**src/rtl/alu_shift_sequencer_pkg.sv**
```systemverilog
// Shared ALU definitions: sequencer states, shift/rotate mode codes and the
// ALU_LHS operation codes as driven on {AC5_LHS1, AC4_LHS0}.
package alu_shift_sequencer_pkg;

  typedef enum logic [1:0] {
    ST_IDLE    = 2'b00,
    ST_ISSUE   = 2'b01,
    ST_CAPTURE = 2'b10,
    ST_DONE    = 2'b11
  } state_t;

  localparam logic [1:0] MODE_LOGICAL   = 2'b00;
  localparam logic [1:0] MODE_ROTATE    = 2'b01;
  localparam logic [1:0] MODE_THRUCARRY = 2'b10;
  localparam logic [1:0] MODE_ARITH     = 2'b11;

  localparam logic [1:0] LHS_PASS = 2'b00;
  localparam logic [1:0] LHS_SHL  = 2'b01;
  localparam logic [1:0] LHS_SHR  = 2'b10;
  localparam logic [1:0] LHS_ZERO = 2'b11;

endpackage

```
**src/rtl/alu_shift_fill.sv**
```systemverilog
// Selects the bit shifted into the vacated position of the single-bit shift
// (LCarryIn of ALU_LHS) from the current value, carry, direction and mode.
module alu_shift_fill
  import alu_shift_sequencer_pkg::*;
(
  input  logic [7:0] value,
  input  logic       carry,
  input  logic       dir,
  input  logic [1:0] mode,
  output logic       fill
);

  // Only the end bits of the value ever feed the fill.
  logic unused_mid;
  assign unused_mid = ^value[6:1];

  always_comb begin
    // NOTE: default assignment first so every path drives fill and no latch is inferred.
    fill = 1'b0;
    case (mode)
      MODE_ROTATE:    fill = dir ? value[0] : value[7];
      MODE_THRUCARRY: fill = carry;
      MODE_ARITH:     fill = dir ? value[7] : 1'b0;
      default:        fill = 1'b0;
    endcase
  end

endmodule

```
**src/rtl/alu_shift_sequencer.sv**
```systemverilog
// Multi-bit shift/rotate controller: issues Count single-bit shifts to ALU_LHS,
// feeding each registered result back as the next LHS, then pulses Done.
module alu_shift_sequencer
  import alu_shift_sequencer_pkg::*;
(
  input  logic       AluClock,
  input  logic       Reset,
  input  logic       Start,
  input  logic [7:0] Operand,
  input  logic [2:0] Count,
  input  logic       Dir,
  input  logic [1:0] Mode,
  input  logic       CarryIn,
  output logic [7:0] LHS,
  output logic       AC4_LHS0,
  output logic       AC5_LHS1,
  output logic       LCarryIn,
  input  logic [7:0] Shift,
  input  logic       LCarryOut,
  output logic       Busy,
  output logic       Done,
  output logic [7:0] Result,
  output logic       CarryOut
);

  state_t     state, state_next;
  logic [7:0] value_q;
  logic       carry_q;
  logic [2:0] remaining_q;
  logic       dir_q;
  logic [1:0] mode_q;
  logic       fill;
  logic       accept;
  logic       last_capture;

  assign accept       = (state == ST_IDLE) && Start;
  assign last_capture = (state == ST_CAPTURE) && (remaining_q == 3'd1);

  alu_shift_fill u_fill (
    .value (value_q),
    .carry (carry_q),
    .dir   (dir_q),
    .mode  (mode_q),
    .fill  (fill)
  );

  // NOTE: sequential state uses non-blocking assignments so every register samples pre-edge values.
  always_ff @(posedge AluClock) begin
    if (Reset) state <= ST_IDLE;
    else       state <= state_next;
  end

  always_comb begin
    state_next = state;
    case (state)
      ST_IDLE:    if (Start) state_next = (Count == 3'd0) ? ST_DONE : ST_ISSUE;
      ST_ISSUE:   state_next = ST_CAPTURE;
      ST_CAPTURE: state_next = (remaining_q == 3'd1) ? ST_DONE : ST_ISSUE;
      ST_DONE:    state_next = ST_IDLE;
      default:    state_next = ST_IDLE;
    endcase
  end

  // Result/CarryOut load on the edge entering DONE, from the same values the
  // value/carry registers take on that edge.
  always_ff @(posedge AluClock) begin
    if (Reset) begin
      value_q     <= 8'h00;
      carry_q     <= 1'b0;
      remaining_q <= 3'd0;
      dir_q       <= 1'b0;
      mode_q      <= MODE_LOGICAL;
      Result      <= 8'h00;
      CarryOut    <= 1'b0;
    end else if (accept) begin
      value_q     <= Operand;
      carry_q     <= CarryIn;
      remaining_q <= Count;
      dir_q       <= Dir;
      mode_q      <= Mode;
      if (Count == 3'd0) begin
        Result   <= Operand;
        CarryOut <= CarryIn;
      end
    end else if (state == ST_CAPTURE) begin
      value_q     <= Shift;
      carry_q     <= LCarryOut;
      remaining_q <= remaining_q - 3'd1;
      if (last_capture) begin
        Result   <= Shift;
        CarryOut <= LCarryOut;
      end
    end
  end

  always_comb begin
    LHS      = value_q;
    AC4_LHS0 = 1'b0;
    AC5_LHS1 = 1'b0;
    LCarryIn = 1'b0;
    Busy     = 1'b0;
    Done     = 1'b0;
    case (state)
      ST_ISSUE, ST_CAPTURE: begin
        {AC5_LHS1, AC4_LHS0} = dir_q ? LHS_SHR : LHS_SHL;
        LCarryIn             = fill;
        Busy                 = 1'b1;
      end
      ST_DONE: Done = 1'b1;
      default: ;
    endcase
  end

endmodule

```
**config.mk**
```make
export PLATFORM = sky130hd
export DESIGN_NAME = alu_shift_sequencer
export DESIGN_NICKNAME = d
export VERILOG_FILES = /design/src/rtl/alu_shift_sequencer_pkg.sv /design/src/rtl/alu_shift_fill.sv /design/src/rtl/alu_shift_sequencer.sv
export SDC_FILE = /design/constraint.sdc
export NUM_CORES = 1
export LEC_CHECK = 0
export ABC_AREA = 1
export CORE_UTILIZATION = 30
export CTS_CLUSTER_SIZE = 28
export DETAILED_ROUTE_END_ITERATION = 16
export SYNTH_ARGS = -nofsm -noshare
export SYNTH_HDL_FRONTEND = slang
export SYNTH_SLANG_ARGS = --single-unit
```
**constraint.sdc**
```tcl
create_clock -name AluClock -period 2.7 [get_ports AluClock]
set_input_delay 0.81 -clock AluClock [delete_from_list [all_inputs] [get_ports AluClock]]
set_output_delay 0.81 -clock AluClock [all_outputs]
set_load 0.05 [all_outputs]
```
==> summary by stage, run 1 <==
Critical path
The maximum net fanout on the critical path is 4. The category of cells accounting for the largest share of critical-path delay is buffers and inverters. The worst setup path is launched from a flip-flop.

Across all register-to-register paths, the minimum setup slack is about 740 ps. The critical path is of the reg -> out type. STA classifies the critical path endpoint as an output pin.

Counting both buffers and inverters, the worst setup path holds a total of 1. For this design, the slowest cell found on the critical path is sky130_fd_sc_hd__clkdlybuf4s50_1. Traced cell by cell, the critical path runs through ha_1 -> clkdlybuf4s50_1.

The endpoint arrival time on the critical path is about 1600 ps. STA puts the critical path data required time at 1890 ps. The largest single stage delay on the critical path is around 800 ps.

Routing
The first-pass iteration count of the detailed router is 4. The number of vias in the routed layout is 1354. The total routed wirelength is ~3.2 mm.

The average routed wire per standard cell is roughly 11 um. The via density per instance is around 4.4. The detailed router finished its first iteration with 56 violations. Once detail routing completed, the nets flagged for antenna violations numbered 0.

After detailed routing, the number of remaining DRC violations is 0.

Synthesis
The share of the synthesized area in the top cell type is roughly 38%. The sequential cell area fraction in the yosys report is a little under two fifths. For this run, the number of Yosys warnings is 0. The number of enable-type register cells in the synthesized netlist is 0. Synthesis produced a netlist whose cell count is ~210. Synthesis inferred 26 register bits.

Counting every net in the synthesized netlist gives 240. In the post-synthesis netlist, the biggest area contributors are sky130_fd_sc_hd__dfxtp_1 38%, sky130_fd_sc_hd__nand2_1 10%, sky130_fd_sc_hd__inv_1 9.0%. For this run, the leading register cell type out of synthesis is sky130_fd_sc_hd__dfxtp_1. The async set or reset register ratio after synthesis is 0%. The synthesized cell area is between 0.001 and 0.0015 mm2. The mean instance size in the synthesized netlist is roughly 6.7 um2. The netlist uses 19 different library cells. Of all cell types, the one taking the most synthesized area is sky130_fd_sc_hd__dfxtp_1.

Final layout
The ratio of cells with drive above 1 in the final layout is 7.51%. The antenna diode count is 0. The number of nets in the final layout is ~290. The layout overhead on the synthesized area is 42.0%.

Place
The placer congestion estimate is approximately 0.9. Timing analysis after detailed placement gives a worst setup slack of just under 400 ps. After legalization and detailed placement, the total HPWL measured ~2.5 mm. Buffers placed on the I/O ports in this run total 48.

Power
The worst-case IR drop observed on VDD is roughly 340 uV. In this run the static leakage power is about 0.92 nW. In this run the power density over the cells is roughly 960 mW/mm2.

Floorplan
After floorplanning, the core was divided into 24 placement rows. The area of the placeable core is ~0.0044 mm2. For this configuration, the core starts out at a cell density of about a third. The die covers approximately 0.005 mm2. The floorplan step set the die width to between 60 and 70 um. The number of top-level pins is 49. The chip height is 69.9 um.

Worst hold path
The worst hold path belongs to the class reg -> reg.

Clock network
The total clock buffers created by CTS is 3. The number of cells upsized or downsized after cts is 0. The clock reaches the later pin of the worst-skew pair after roughly 280 ps. In this run the number of H-tree levels came out at 1. The tree is rooted in a sky130_fd_sc_hd__clkbuf_8. Clock-pin slew was measured on the worst setup and hold paths at ~90 ps. The clock passes through at most 2 buffers. Clock tree synthesis found a total of 26 sinks.

TritonCTS built the clock tree. The post-CTS setup repair buffer count is 0. The number of buffers inserted for hold repair after clock tree synthesis is 0.

Global routing
Global routing consumed, over all layers together, about 14% of the routing resources. The wire length of the first global-routing pass is between 5 and 6 mm. The initial antenna violation count is 0. The largest net degree at the start of global routing is 27. The remaining global-route overflow is 0. The number of global-route vias before repair is between 1000 and 1500.

Timing
The final max-slew violation count is 0. The worst path uses around 90% of the clock period. The post-route worst setup slack is between 200 and 300 ps.

Setup repair after global routing left no endpoint under its margin. The worst hold-check slack is roughly 500 ps. The setup clock skew after layout is roughly 4.6 ps. The minimum clock period after layout is 2440 ps. The aggregate negative setup slack is 0 ps. Timing would allow up to between 400 and 500 MHz. The worst pin sits at a relative slew slack of 66.5%. The number of hold violations in the final report was 0.

Setup violations remaining at the end of the flow were counted as 0. At the pin with the least slew margin, the transition time is around 500 ps.

Flow run
Max-cap violations in this run came to 0.

Status
The flow ran to the end, and the final reports show no timing, DRC or antenna violations.
synthesized netlist by cell type, types with 3 or more instances:
cell type,instances
sky130_fd_sc_hd__a21oi_1,15
sky130_fd_sc_hd__buf_2,3
sky130_fd_sc_hd__dfxtp_1,26
sky130_fd_sc_hd__ha_1,7
sky130_fd_sc_hd__inv_1,33
sky130_fd_sc_hd__nand2_1,38
sky130_fd_sc_hd__nand2_2,4
sky130_fd_sc_hd__nand3_1,22
sky130_fd_sc_hd__nor2_1,26
sky130_fd_sc_hd__o21ai_0,17
sky130_fd_sc_hd__o21ai_1,3
flip-flops by register name (all words and copies together), names as in the netlist:
signal       flops
state            2
LHS              8
dir_q            1
carry_q          1
Result           8
mode_q           2
CarryOut         1
remaining_q      3
path summary, 6_finish.rpt:
kind / start / to / cells after the start
worst max-delay path: state[0] / Done / 2
worst max register to register: state[0] / Result[1] / 8
worst min-delay path: Result[7] / Result[7] / 2
worst min register to register: Result[7] / Result[7] / 2
tightest hold or removal path, delay by kind of cell (launching register included):
family,cells,cell delay (ps)
flops,1,320
simple gates,2,140
cells in the final DEF, fill, tap and decap left out, types with 3 or more instances in the layout:
cell and instances:
sky130_fd_sc_hd__nand3_1 22, sky130_fd_sc_hd__nand2_1 38, sky130_fd_sc_hd__nand2_2 4, sky130_fd_sc_hd__buf_4 6, sky130_fd_sc_hd__nor2_1 26, sky130_fd_sc_hd__clkdlybuf4s50_1 44, sky130_fd_sc_hd__o21ai_1 3, sky130_fd_sc_hd__clkbuf_8 3
sky130_fd_sc_hd__ha_1 7, sky130_fd_sc_hd__dfxtp_1 26, sky130_fd_sc_hd__a21oi_1 14, sky130_fd_sc_hd__o21ai_0 17, sky130_fd_sc_hd__inv_1 33
per-stage QoR:
stage               area, um2  instances  utilization [%]  total power [mW]
floorplan                1390        206                -              1.30
global placement         1890        301             43.1              1.56
detailed placement       1890        301             43.1              1.57
CTS                      1960        305             44.7              1.90
global route             1960        305             44.7              2.01
finish                   1960        305             44.7              1.88
per-layer routing:
layer / track usage (%) / wire [um]
met1: 19.0 / 1590
met2: 23.1 / 1420
met3: 1.73 / 129
met4: 6.00 / 72
met5: 0 / 0
layout make-up:
| cell class | instances | area (um2) |
|---|---|---|
| clock inverters | 1 | 30.0 |
| inverters | 35 | 131 |
| flip-flops and latches | 26 | 520 |
| clock buffers | 3 | 41.3 |
| well taps | 52 | 65.1 |
| multi-input cells | 138 | 688 |
| fillers | 464 | 2420 |
| repair buffers | 50 | 485 |
where the power goes:
part           switching, mW  leakage, nW  total, mW  internal (mW)
clock network          0.130       0.0357      0.329          0.199
logic                  0.682        0.673       1.01          0.324
registers             0.0631        0.214      0.547          0.484
kinds of logic (layout without fill, tap and decap cells):
| logic type | Yosys count | in the layout | share of synthesized area, % |
|---|---|---|---|
| AOI/OAI and AO/OA | 35 | 35 | 12.7 |
| xor gates and xnor gates | 1 | 1 | 0.634 |
| adders and majority gates | 7 | 7 | 6.34 |
| buffers and inverters | 42 | 89 | 12.8 |
| DFF | 26 | 26 | 37.7 |
| and+or+nand+nor | 95 | 95 | 29.9 |
Power figures use the tool's default switching activity.
==> run 2: changes to the inputs <==
Settings changed: CAP_MARGIN set to 5.
==> results of run 2 <==
Final layout, timing and power as in run 1 (identical DEF).
